$ cat src/rtl/per_bus_arb.sv
// rtl/per_bus_arb.sv - two-master arbiter serializing word accesses onto the peripheral register bus
module per_bus_arb #(
  parameter bit FIXED_PRIO = 1'b0
) (
  input  logic        mclk,
  input  logic        puc_n,
  input  logic        m0_req,
  input  logic [7:0]  m0_addr,
  input  logic [15:0] m0_din,
  input  logic [1:0]  m0_wen,
  output logic        m0_gnt,
  output logic        m0_rdy,
  output logic [15:0] m0_dout,
  input  logic        m1_req,
  input  logic [7:0]  m1_addr,
  input  logic [15:0] m1_din,
  input  logic [1:0]  m1_wen,
  output logic        m1_gnt,
  output logic        m1_rdy,
  output logic [15:0] m1_dout,
  output logic [7:0]  per_addr,
  output logic [15:0] per_din,
  output logic        per_en,
  output logic [1:0]  per_wen,
  input  logic [15:0] per_dout
);

  typedef enum logic [1:0] {
    IDLE   = 2'd0,
    ACCESS = 2'd1,
    DONE   = 2'd2
  } state_t;

  state_t      state;
  state_t      state_nxt;
  logic        any_req;
  logic        win_id;
  logic        arb_go;
  logic        last_id;
  logic        lat_id;
  logic [7:0]  lat_addr;
  logic [15:0] lat_din;
  logic [1:0]  lat_wen;

  // Pick the winner among current requesters; ties go to the master not served last
  always_comb begin
    any_req = m0_req | m1_req;
    win_id  = 1'b0;
    if (m0_req && m1_req) begin
      win_id = FIXED_PRIO ? 1'b0 : ~last_id;
    end else begin
      win_id = m1_req;
    end
    arb_go = any_req && (state != ACCESS);
  end

  // Next-state logic and registered-state output decodes
  always_comb begin
    state_nxt = state;
    m0_gnt    = 1'b0;
    m1_gnt    = 1'b0;
    m0_rdy    = 1'b0;
    m1_rdy    = 1'b0;
    per_en    = 1'b0;
    per_addr  = 8'h00;
    per_din   = 16'h0000;
    per_wen   = 2'b00;
    case (state)
      IDLE: begin
        if (any_req) state_nxt = ACCESS;
      end
      ACCESS: begin
        state_nxt = DONE;
        per_en    = 1'b1;
        per_addr  = lat_addr;
        per_din   = lat_din;
        per_wen   = lat_wen;
        m0_gnt    = ~lat_id;
        m1_gnt    = lat_id;
      end
      DONE: begin
        state_nxt = any_req ? ACCESS : IDLE;
        m0_rdy    = ~lat_id;
        m1_rdy    = lat_id;
      end
      default: state_nxt = IDLE;
    endcase
  end

  // State register; reset aborts any access in flight
  always_ff @(posedge mclk or negedge puc_n) begin
    if (!puc_n) begin
      state <= IDLE;
    end else begin
      state <= state_nxt;
    end
  end

  // Latch the winner's access fields and remember who was served last
  always_ff @(posedge mclk or negedge puc_n) begin
    if (!puc_n) begin
      last_id  <= 1'b1;
      lat_id   <= 1'b0;
      lat_addr <= 8'h00;
      lat_din  <= 16'h0000;
      lat_wen  <= 2'b00;
    end else if (arb_go) begin
      last_id  <= win_id;
      lat_id   <= win_id;
      lat_addr <= win_id ? m1_addr : m0_addr;
      lat_din  <= win_id ? m1_din : m0_din;
      lat_wen  <= win_id ? m1_wen : m0_wen;
    end
  end

  // Capture read data at the end of the bus cycle; writes leave dout untouched
  always_ff @(posedge mclk or negedge puc_n) begin
    if (!puc_n) begin
      m0_dout <= 16'h0000;
      m1_dout <= 16'h0000;
    end else if ((state == ACCESS) && (lat_wen == 2'b00)) begin
      if (lat_id) begin
        m1_dout <= per_dout;
      end else begin
        m0_dout <= per_dout;
      end
    end
  end

endmodule
$ cat config.mk
export PLATFORM = sky130hd
export DESIGN_NAME = per_bus_arb
export DESIGN_NICKNAME = d
export VERILOG_FILES = /design/src/rtl/per_bus_arb.sv
export SDC_FILE = /design/constraint.sdc
export NUM_CORES = 1
export LEC_CHECK = 0
export CAP_MARGIN = 20
export CORE_MARGIN = 4
export CORE_UTILIZATION = 44
export CTS_CLUSTER_DIAMETER = 80
export DETAILED_ROUTE_END_ITERATION = 8
export HOLD_SLACK_MARGIN = 0.12
export PLACE_DENSITY = 0.85
export SYNTH_ARGS = -nofsm -noshare
export SYNTH_HDL_FRONTEND = slang
export SYNTH_SLANG_ARGS = --single-unit
export TNS_END_PERCENT = 50
$ cat constraint.sdc
create_clock -name mclk -period 3.9 [get_ports mclk]
set_input_delay 1.17 -clock mclk [delete_from_list [all_inputs] [get_ports mclk]]
set_output_delay 1.17 -clock mclk [all_outputs]
set_load 0.05 [all_outputs]
==> results.txt, run 1 <==
Clock Skew = 0.00580 ns
largest net degree at the start of global routing = 36
Worst path slowest cell = clkdlybuf4s50_1
Max Cap Violations = 0
Fin Setup TNS = 0 ns
worst min path class = reg2reg
WS Path Type = reg2out
type of element capturing the critical path = primary output
Detail Route Antenna Nets = 0
total power = 3.41 mW
Worst EP arrival = 2.38 ns
Core ar. = 0.00635 mm2
commonest non-fill, non-tap cells in the layout = clkdlybuf4s50_1 (133), dfrtp_1 (61), nand2_1 (52)
Routed wire per std cell = 16.4 um
Top-Level Pins = 135
Worst-Skew Late Latency = 0.32 ns
CTS clk-pin slew, worst paths = 0.07 ns
Slowest Stage Delay on Critical Path = 0.81 ns
post-cts sizing count = 0
Post-Syn Nets = 334
I/O Buffers = 134
fillers = 454
worst vdd ir = 0.690 mV
total leakage power = 1.94 nW
Layout Area Growth over Synthesis = 54.5%
Mapped Cells = 262
Setup Buffers After CTS = 0
RSZ-0062 raised after global routing = no
CTS buffer count = 9
Hold-fix buffers, CTS = 0
initial core utilization = 45.6%
sequential area share after synthesis = 53.7%
vias = 2438
Final Hold Viols = 0
routed vias/inst = 5.15
vias in the first global route = 2501
FMAX = 282 MHz
chip height = 89.1 um
depth of the CTS H-tree = 3
min Tclk post-route = 3.55 ns
clk buf depth = 2
Cell variety after synth = 24
crit-path cells = nand2b_4 -> inv_4 -> and2_1 -> clkdlybuf4s50_1
Required @ worst endpoint = 2.73 ns
most common cell after layout, fill and taps aside = clkdlybuf4s50_1
cell row count = 29
CTS root buf = clkbuf_8
worst slew pin tran = 0.628 ns
layout cell share with drive strength beyond 1 = 15.4%
drt first pass iters = 4
CTS tree = yes
cell area after synthesis = 0.00289 mm2
utilization after layout = 70.4%
Overflow after GRT = 0
Rel. slew slack = 58.1%
Post-Layout Cell Count = 473
CP max FO = 35
Place WS = 0.681 ns
Max Slew Vio Count = 0
nets = 464
setup slack after layout = 0.351 ns
initial antenna violation count = 0
DRT Wirelength = 7740 um
first-pass GRT wire length = 12400 um
status = completed
clock sinks = 62
gr usage total = 20.2%
Post-DP HPWL = 5570 um
Inserted Diodes = 0
Die ar. = 0.00794 mm2
Power Dens Cells = 763 mW/mm2
final worst-path cycle share = 91.0%
Synth Area per Inst = 11.0 um2
yosys warns = 0
GPL Wtd Cong = 0.764
final setup vio count = 0
die extent in x = 89.1 um
placed cells = 458
Startpoint Class = register
post-synthesis register bit count = 62
initial DRC count = 96
Residual DRC = 0
[sequential cells by signal (all words and copies together), names as in the netlist]
| signal | count |
|---|---|
| lat_id | 1 |
| m0_dout | 16 |
| lat_wen | 2 |
| lat_addr | 8 |
| state | 2 |
| lat_din | 16 |
| m1_dout | 16 |
| last_id | 1 |
[worst max-delay path: cells and delay by family (launching register included)]
| family | cells | cell delay, ns |
|---|---|---|
| DFF | 1 | 0.39 |
| and+or+nand+nor | 2 | 0.52 |
| buffers and inverters | 2 | 1.14 |
[cell usage after synthesis (all sizes together)]
library cell	count	area share, %
dfrtp	61	53
nand2	52	6.7
mux2	32	15
and2	27	5.8
a21oi	26	4.5
a31oi	26	5.6
buf	15	3.0
nor2	5	0.82
o21ai	4	0.69
clkbuf	3	0.39
inv	2	0.35
a21bo	1	0.35
a21boi	1	0.39
and3b	1	0.30
dfstp	1	0.91
nand2b	1	0.48
nand3	1	0.61
nand3b	1	0.69
nor3b	1	0.26
or2	1	0.22
[per-layer routing]
metal	track usage, %	wire, um
met2	32.5	3620
met1	26.1	3350
met3	4.98	684
met4	8.25	87
met5	0	0
[cell families after synthesis]
group	count (synthesis)	synth area share, %
flops	62	53.7
mux	32	15.1
buf+inv	20	3.76
simple gates	90	16.0
compound gates	58	11.5
[stage by stage]
step | hold WS (ns) | instance area [um2]
final | 0.510 | 4470
after global routing | 0.527 | 4470
after CTS | 0.513 | 4470
after detailed placement | 0.494 | 4250
after global placement | 0.487 | 4250
after floorplan | 0.490 | 2890
[final cells by class]
class | count | area [um2] | share of cell area (%)
timing repair buffer | 137 | 1360 | 30.4
tap | 77 | 96.3 | 2.16
multi-input combinational | 180 | 1230 | 27.5
inverter | 2 | 10.0 | 0.224
clock buffer | 11 | 151 | 3.39
sequential | 62 | 1550 | 34.7
clock inverter | 4 | 70.1 | 1.57
[worst paths after layout]
path	start	to	slack, ns	depth (start not counted)
max	state[1]	per_din[1]	0.35	4
min	m0_dout[10]	m0_dout[10]	0.51	1
max reg2reg	state[1]	m1_dout[7]	2.02	4
min reg2reg	m0_dout[10]	m0_dout[10]	0.51	1
max in group asynchronous	puc_n	last_id	2.13	2
min in group asynchronous	puc_n	m0_dout[6]	0.86	1
[power by group]
group	leakage [nW]	internal (mW)	switching, mW	total [mW]
sequential	0.715	0.886	0.141	1.03
combinational	1.11	0.683	1.08	1.76
clock	0.115	0.389	0.235	0.625
total	1.94	1.96	1.45	3.41
Power figures use the tool's default switching activity.
==> run 2, diff against run 1 <==
ABC_CLOCK_PERIOD_IN_PS = 3900   (was not set)
==> results of run 2 <==
Same layout as run 1: the final DEF is identical, and so are final timing and power.
